**src/rtl/muldiv_iter.sv**
```systemverilog
// rtl/muldiv_iter.sv - iterative RV32M multiply/divide unit, radix-2 shift-add / restoring divide
module muldiv_iter #(
    parameter int DATA_WIDTH = 32,
    parameter int CNT_WIDTH  = $clog2(DATA_WIDTH) + 1
) (
    input  logic                  clk,
    input  logic                  rst,
    input  logic                  in_valid,
    output logic                  in_ready,
    input  logic [2:0]            op,
    input  logic [DATA_WIDTH-1:0] a,
    input  logic [DATA_WIDTH-1:0] b,
    input  logic                  kill,
    output logic                  out_valid,
    input  logic                  out_ready,
    output logic [DATA_WIDTH-1:0] q
);

    localparam int W = DATA_WIDTH;

    localparam logic [2:0] OP_MUL    = 3'b000;
    localparam logic [2:0] OP_MULH   = 3'b001;
    localparam logic [2:0] OP_MULHSU = 3'b010;
    localparam logic [2:0] OP_DIV    = 3'b100;
    localparam logic [2:0] OP_REM    = 3'b110;

    typedef enum logic [1:0] {
        S_IDLE,
        S_RUN,
        S_FIX,
        S_DONE
    } state_t;

    state_t state, state_next;

    // Operation context captured at accept
    logic [2:0]           op_r;
    logic [2*W-1:0]       acc;      // mul: {partial product, multiplier}; div: {rem, quot}
    logic [W-1:0]         opnd;     // mul: multiplicand magnitude; div: divisor magnitude
    logic                 neg;      // result needs negation in FIX
    logic                 special;  // bypass result already sits in acc low half
    logic [CNT_WIDTH-1:0] count;
    logic [W-1:0]         q_r;

    logic accept;

    // Request decode: signedness, magnitudes, result sign and bypass cases
    logic           is_div, is_rem, sign_a, sign_b, res_neg;
    logic           div_zero, div_ovf, special_in;
    logic [W-1:0]   mag_a, mag_b, spec_q;

    always_comb begin
        is_div     = op[2];
        is_rem     = op[2] & op[1];
        sign_a     = ((op == OP_MULH) || (op == OP_MULHSU) || (op == OP_DIV) || (op == OP_REM))
                     & a[W-1];
        sign_b     = ((op == OP_MULH) || (op == OP_DIV) || (op == OP_REM)) & b[W-1];
        // Negating the most-negative value yields 2^(W-1), which is exact as unsigned.
        mag_a      = sign_a ? (W'(0) - a) : a;
        mag_b      = sign_b ? (W'(0) - b) : b;
        res_neg    = is_rem ? sign_a : (sign_a ^ sign_b);
        div_zero   = is_div & (b == '0);
        div_ovf    = ((op == OP_DIV) || (op == OP_REM))
                     & (a == {1'b1, {(W-1){1'b0}}}) & (b == '1);
        special_in = div_zero | div_ovf;
        if (div_zero) begin
            spec_q = is_rem ? a : '1;
        end else begin
            spec_q = is_rem ? '0 : a;
        end
    end

    // One radix-2 step for each datapath
    logic [W:0]     mul_sum;
    logic [W:0]     trial;
    logic           take;
    logic [2*W-1:0] mul_next, div_next;

    always_comb begin
        mul_sum  = {1'b0, acc[2*W-1:W]} + {1'b0, opnd};
        mul_next = acc[0] ? {mul_sum, acc[W-1:1]} : {1'b0, acc[2*W-1:1]};
        // The bit shifted out of rem is treated as an implicit minuend MSB: when set,
        // the shifted remainder is already >= divisor and the low W bits of trial are exact.
        trial    = {1'b0, acc[2*W-2:W-1]} - {1'b0, opnd};
        take     = acc[2*W-1] | ~trial[W];
        div_next = take ? {trial[W-1:0], acc[W-2:0], 1'b1} : {acc[2*W-2:0], 1'b0};
    end

    // Sign correction and half/field select for the final result
    logic [2*W-1:0] prod;
    logic [W-1:0]   mul_res, div_raw, div_res, fix_q;

    always_comb begin
        prod    = neg ? ((2*W)'(0) - acc) : acc;
        mul_res = (op_r == OP_MUL) ? prod[W-1:0] : prod[2*W-1:W];
        div_raw = op_r[1] ? acc[2*W-1:W] : acc[W-1:0];
        div_res = neg ? (W'(0) - div_raw) : div_raw;
        if (special) begin
            fix_q = acc[W-1:0];
        end else begin
            fix_q = op_r[2] ? div_res : mul_res;
        end
    end

    // State register
    always_ff @(posedge clk) begin
        if (rst) begin
            state <= S_IDLE;
        end else begin
            state <= state_next;
        end
    end

    // Next state and handshake outputs; kill overrides everything but reset
    always_comb begin
        state_next = state;
        in_ready   = 1'b0;
        out_valid  = 1'b0;
        accept     = 1'b0;
        case (state)
            S_IDLE: begin
                in_ready = 1'b1;
            end
            S_DONE: begin
                out_valid = 1'b1;
                in_ready  = out_ready;
            end
            default: begin
            end
        endcase
        accept = in_valid & in_ready & ~kill;
        case (state)
            S_IDLE: begin
                if (accept) begin
                    state_next = special_in ? S_FIX : S_RUN;
                end
            end
            S_RUN: begin
                if (count == '0) begin
                    state_next = S_FIX;
                end
            end
            S_FIX: begin
                state_next = S_DONE;
            end
            S_DONE: begin
                if (out_ready) begin
                    if (accept) begin
                        state_next = special_in ? S_FIX : S_RUN;
                    end else begin
                        state_next = S_IDLE;
                    end
                end
            end
            default: begin
                state_next = S_IDLE;
            end
        endcase
        if (kill) begin
            state_next = S_IDLE;
        end
    end

    // Datapath: load on accept, iterate in RUN, register the result in FIX
    always_ff @(posedge clk) begin
        if (rst) begin
            op_r    <= '0;
            acc     <= '0;
            opnd    <= '0;
            neg     <= 1'b0;
            special <= 1'b0;
            count   <= '0;
            q_r     <= '0;
        end else if (!kill) begin
            if (accept) begin
                op_r    <= op;
                neg     <= res_neg;
                special <= special_in;
                count   <= CNT_WIDTH'(W);
                opnd    <= is_div ? mag_b : mag_a;
                if (special_in) begin
                    acc <= {{W{1'b0}}, spec_q};
                end else begin
                    acc <= {{W{1'b0}}, (is_div ? mag_a : mag_b)};
                end
            end else if (state == S_RUN && count != '0) begin
                acc   <= op_r[2] ? div_next : mul_next;
                count <= count - 1'b1;
            end else if (state == S_FIX) begin
                q_r <= fix_q;
            end
        end
    end

    assign q = q_r;

endmodule

```
**config.mk**
```make
export PLATFORM = sky130hd
export DESIGN_NAME = muldiv_iter
export DESIGN_NICKNAME = d
export VERILOG_FILES = /design/src/rtl/muldiv_iter.sv
export SDC_FILE = /design/constraint.sdc
export NUM_CORES = 1
export LEC_CHECK = 0
export BUFFER_PORTS_ARGS = -buffer_cell sky130_fd_sc_hd__buf_2
export CORE_ASPECT_RATIO = 0.5
export CORE_MARGIN = 10
export CORE_UTILIZATION = 55
export CTS_CLUSTER_DIAMETER = 200
export DETAILED_ROUTE_END_ITERATION = 6
export PLACE_DENSITY_LB_ADDON = 0.1
export SLEW_MARGIN = 20
export SYNTH_ARGS = -nofsm -noshare
export SYNTH_HDL_FRONTEND = slang
export SYNTH_SLANG_ARGS = --single-unit
```
**constraint.sdc**
```tcl
create_clock -name clk -period 6.43 [get_ports clk]
set_input_delay 0.9645 -clock clk [delete_from_list [all_inputs] [get_ports clk]]
set_output_delay 0.9645 -clock clk [all_outputs]
set_load 0.05 [all_outputs]
```
-- Yosys cells after proc, flatten, opt, wreduce, memory -nomap -nowiden
Index checks and enable logic that the tools add are counted.
- reductions and logical operators: 18
- mux-type cells: 30
- bitwise gates (word level): 15
- equal/unequal tests: 12
- $add $sub $neg: 7
- operators by type and width (operator ; number):
    $mux 32 ; 13
    $mux 64 ; 6
    $sub 1x32->32 const A ; 3
    $eq 32x32->1 const B ; 2
    $sub 1x64->64 const A ; 1
    $add 32x32->33 ; 1
    $sub 32x32->33 ; 1
    $logic_not 32->1 ; 1
    $mux 6 ; 2
    $mux 2 ; 5
    $and 1x1->1 ; 8
    $pmux 2 s4 ; 1
    $eq 3x3->1 const B ; 2
    $logic_not 6->1 ; 1
    $logic_or 1x1->1 ; 6
    $ne 2x2->1 const B ; 3
    $reduce_bool 6->1 ; 1
    $sub 6x1->6 const B ; 1
    $eq 2x2->1 const B ; 2
    $not 1->1 ; 4
    $reduce_and 2->1 ; 2
    $reduce_and 4->1 ; 1
    $eq 3x1->1 const B ; 1
    $eq 3x2->1 const B ; 1
    11 further kinds ; 13
- register bits: 141
- output and inout port bits: 34
- input port bits: 72

-- Logic depth before layout (Yosys ltp)
- depth after elaboration: 9
- depth in mapped cells: 15

-- Worst setup path after synthesis
OpenSTA, ideal clock, no wires.
- path type: register to register
- from: reg op_r[1]
- to: reg q_r[30], in the netlist q[30]
- setup time: 0.145 ns
- clock period less this slack: 4.233 ns
- path buffers: 5
- data arrival time: 4.088 ns
- setup slack: 2.197 ns
- required time: 6.285 ns
- cell stages (with the launch flop): 16
- path through: dfxtp_1 clkbuf_1 clkbuf_1 buf_1 buf_1 clkbuf_1 mux2i_1 ha_1 o221ai_1 a211oi_1 nand4b_1 nor3_1 a211oi_1 a31o_2 a221oi_1 a311oi_2
- longest elaborated chain between the ends: 5
- elaborated cells between the ends (all ways): 7
- classes of those cells: 1 x add/sub; 5 x mux; 1 x reduce/logical
- RTL lines (item ; line ; text):
    from (decl) ; 37 ; logic [2:0] op_r;
    from (signal assigned) ; 176 ; op_r <= op;
    $mux 32 ; 96 ; div_raw = op_r[1] ? acc[2*W-1:W] : acc[W-1:0];
    $sub 1x32->32 ; 97 ; div_res = neg ? (W'(0) - div_raw) : div_raw;
    $mux 32 ; 97 ;
    $mux 32 * ; 101 ; fix_q = op_r[2] ? div_res : mul_res;
    $mux 32 * ; 98 ; if (special) begin
    to (signal assigned) ; 190 ; q_r <= fix_q;
    to (decl) ; 43 ; logic [W-1:0] q_r;
Every way passes the cells marked *; elsewhere a longest branch is shown, timed or not.
A chain may end at the register's enable or synchronous reset.

-- Worst setup path in the final report
- from: reg acc[0]
- to: reg q_r[30], in the netlist q[30]
- longest elaborated chain between the ends: 5
- elaborated cells between the ends (all ways): 8
- classes of those cells: 2 x add/sub; 6 x mux
- RTL lines (item ; line ; text):
    from (decl) ; 38 ; logic [2*W-1:0] acc;
    from (signal assigned) ; 182 ; acc <= {{W{1'b0}}, spec_q};
    from (signal assigned) ; 184 ; acc <= {{W{1'b0}}, (is_div ? mag_a : mag_b)};
    from (signal assigned) ; 187 ; acc <= op_r[2] ? div_next : mul_next;
    $sub 1x64->64 or $mux 32 (tied branches) ; 94, 96 ;
    $mux 64 or $sub 1x32->32 (tied branches) ; 94, 97 ;
    $mux 32 (on tied branches) ; 95, 97 ;
    $mux 32 * ; 101 ;
    $mux 32 * ; 98 ;
Marked as above.

==> flow_metrics.env <==
export IMPL_yosysSeqAreaShare_pct=17.6
export IMPL_slew_headroom_pct=36.0
export IMPL_whs_ps=462
export IMPL_worstPathMaxFanout=32
export IMPL_cts_tree="built"
export IMPL_cts_resized=0
export IMPL_critPathRequiredTime_ps=6730
export IMPL_synth_async_sr_flop_share_pct=0
export IMPL_wl_met1_um=26900
export IMPL_worstPathArrival_ps=4620
export IMPL_timing_max_cap_violations=0
export IMPL_die_area_um2=36800
export IMPL_tightest_slew_ps=953
export IMPL_fin_worst_skew_ps=14.3
export IMPL_synth_flop_cell="dfxtp_1"
export IMPL_drv_slew=0
export IMPL_rows=44
export IMPL_min_period_over_period_pct=67.1
export IMPL_diodes=0
export IMPL_p_switching_w=0.00140
export IMPL_cts_root_buffer="clkbuf_16"
export IMPL_p_int_w=0.00195
export IMPL_clk_pin_slew_ps=70
export IMPL_r2r_start="acc[0]"
export IMPL_clock_sinks=141
export IMPL_drt_wirelength_per_cell_um=21.9
export IMPL_yosysMostFrequentCell="nand2_1"
export IMPL_cts_buffers=17
export IMPL_first_pass_iters=7
export IMPL_drt_wl_total_um=58500
export IMPL_fp_dieH_um=141
export IMPL_core_area_um2=28800
export IMPL_tns_ps=0
export IMPL_gp_congestion=0.999
export IMPL_antenna_found_initial=1
export IMPL_cp_end_kind="flop"
export IMPL_htreeDepth=4
export IMPL_hold_start="q[23]"
export IMPL_dr_wl_met3_um=7800
export IMPL_synthCells=2314
export IMPL_grt_usage_pct=30.6
export IMPL_postRouteAntennaNets=0
export IMPL_dr_wl_met2_um=22400
export IMPL_drtIter0Drc=2525
export IMPL_nNetsFinal=2415
export IMPL_cts_max_path_buffers=2
export IMPL_io_pins=106
export IMPL_setup_viol=0
export IMPL_seq_power_share_pct=30.6
export IMPL_synth_cell_types=84
export IMPL_dpl_cell_area_um2=16600
export IMPL_synth_top_area_share_pct=17.6
export IMPL_io_buffers=105
export IMPL_clkPwrFrac_pct=29.6
export IMPL_p_leak_nw=6.43
export IMPL_power_w=0.00335
export IMPL_initial_core_util_pct=55.6
export IMPL_ir_drop_mv=0.162
export IMPL_top_layer="met5"
export IMPL_drc_errors=36
export IMPL_grt_overflow_total=0
export IMPL_synth_commonest_cells="nand2_1, a21oi_1, nor2_1, clkbuf_1, o21ai_0"
export IMPL_status="finished, violations left"
export IMPL_area_delta_synth_final_pct=7.09
export IMPL_worstSkewPairLatency_ps=460
export IMPL_hold_buffers=0
export IMPL_hold_viol=0
export IMPL_layout_drive_gt1_share_pct=9.74
export IMPL_vias=17800
export IMPL_critPathLaunchType="flop"
export IMPL_yosysTopAreaCell="dfxtp_1"
export IMPL_grt_pass1_wl_um=89900
export IMPL_fmax_mhz=232
export IMPL_avgSynthCellArea_um2=6.94
export IMPL_cts_setup_buffers=0
export IMPL_yosys_warnings=0
export IMPL_swShare_pct=41.7
export IMPL_dieWidth_um=262
export IMPL_synth_area_um2=16000
export IMPL_crit_start="acc[0]"
export IMPL_grt_start_max_net_pins=94
export IMPL_period_needed_ps=4320
export IMPL_hpwl_um=43400
export IMPL_power_density_nw_per_um2=195
export IMPL_comb_power_share_pct=39.8
export IMPL_crit_type="flop to flop"
export IMPL_grt_pass1_vias=15500
export IMPL_synth_nets=2463
export IMPL_synth_area_leaders="dfxtp_1, a21oi_1, ha_1"
export IMPL_ys_seq_elements=141
export IMPL_hp_class="flop to flop"
export IMPL_failed_checks="DRC"
export IMPL_route_detailed_vias_per_inst=6.66
export IMPL_final_cell_area_um2=17200
export IMPL_rsz0062_at_grt="false"
export IMPL_synth_edff_count=0
export IMPL_nFillCells=2875
[flip-flops by register name, indices dropped and copies added, names as in the netlist]
name	cells
neg	1
special	1
opnd	32
acc	64
state	2
op_r	3
q	32
count	6
[metrics by stage]
| stage | setup WS (ps) | instances | util (%) |
|---|---|---|---|
| floorplan | 2200 | 2314 | - |
| global placement | 2150 | 2638 | 57.6 |
| detailed placement | 2110 | 2638 | 57.6 |
| global route | 2000 | 2670 | 59.6 |
| CTS | 2260 | 2670 | 59.6 |
| finish | 2110 | 2670 | 59.6 |
[power by group through the flow]
stage / Sequential (W) / Clock (W) / Combinational, W
after floorplan: 0.000975 / 0 / 0.000981
after global routing: 0.00103 / 0.00103 / 0.00145
after detailed placement: 0.00104 / 0 / 0.00129
after CTS: 0.00102 / 0.000989 / 0.00129
final: 0.00102 / 0.000992 / 0.00133
after global placement: 0.00104 / 0 / 0.00128
[final cells by class]
class	instances	area (µm²)	share of cell area, %
clock buffer	20	467	2.72
clock inverter	12	113	0.655
inverter	69	259	1.51
multi-input combinational	1897	12200	71.2
sequential	141	2830	16.5
tap	391	489	2.85
timing repair buffer	140	793	4.62
[final timing paths]
| kind | cells after the start | slack, ps | to |
|---|---|---|---|
| setup reg to reg | 13 | 2110 | q[30] |
| setup / recovery | 13 | 2110 | q[30] |
| hold reg to reg | 2 | 460 | q[23] |
| hold / removal | 2 | 460 | q[23] |
[metal layers]
metal	global-route usage [%]	vias up
met5	0	-
met4	8.56	2
met3	10.2	113
met2	40.7	982
met1	45.2	8239
li1	-	8441
[cells in the final DEF (no fill, tap or decap), types with 9 or more instances in the layout]
| cell | count |
|---|---|
| nor2_1 | 206 |
| nand3_1 | 32 |
| inv_1 | 69 |
| nand2b_1 | 21 |
| a32o_1 | 25 |
| and3_1 | 21 |
| nor3_1 | 90 |
| mux2i_1 | 75 |
| nand3b_1 | 13 |
| nand4_1 | 26 |
| a21oi_1 | 226 |
| o22ai_1 | 20 |
| a211oi_1 | 47 |
| nor2b_1 | 20 |
| xor2_1 | 84 |
| o41ai_1 | 18 |
| a21o_1 | 26 |
| o21a_1 | 15 |
| ha_1 | 75 |
| or4_1 | 18 |
| o31ai_1 | 35 |
| dfxtp_1 | 137 |
| or2_2 | 10 |
| a311oi_1 | 9 |
| nor4_1 | 25 |
| a221oi_1 | 18 |
| a31oi_1 | 22 |
| buf_2 | 103 |
| o221ai_1 | 12 |
| buf_4 | 37 |
| o211ai_1 | 57 |
| o21ai_0 | 157 |
| or3_1 | 18 |
| clkbuf_16 | 17 |
| nand2_1 | 245 |
| xnor2_1 | 90 |
| mux2_2 | 9 |
| o311ai_0 | 9 |
[critical path, stage by stage (launching register included)]
cell and delay (ps):
dfxtp_1 300, buf_4 260, inv_1 90, buf_4 330, ha_1 260, inv_1 110, or3_4 410, or4_1 470
or4b_1 700, o31ai_4 280, xnor2_1 160, a2111oi_2 90, a2111oi_1 490, a311oi_2 180
[logic make-up after synthesis]
family / synth area share, %
AO/OA/AOI/OAI: 31.3
XOR/XNOR: 9.50
buffers and inverters: 6.53
multiplexers: 5.59
AND/OR/NAND/NOR: 23.3
adder cells (fa/ha/maj): 6.10
flip-flops: 17.6
Power figures use the tool's default switching activity.
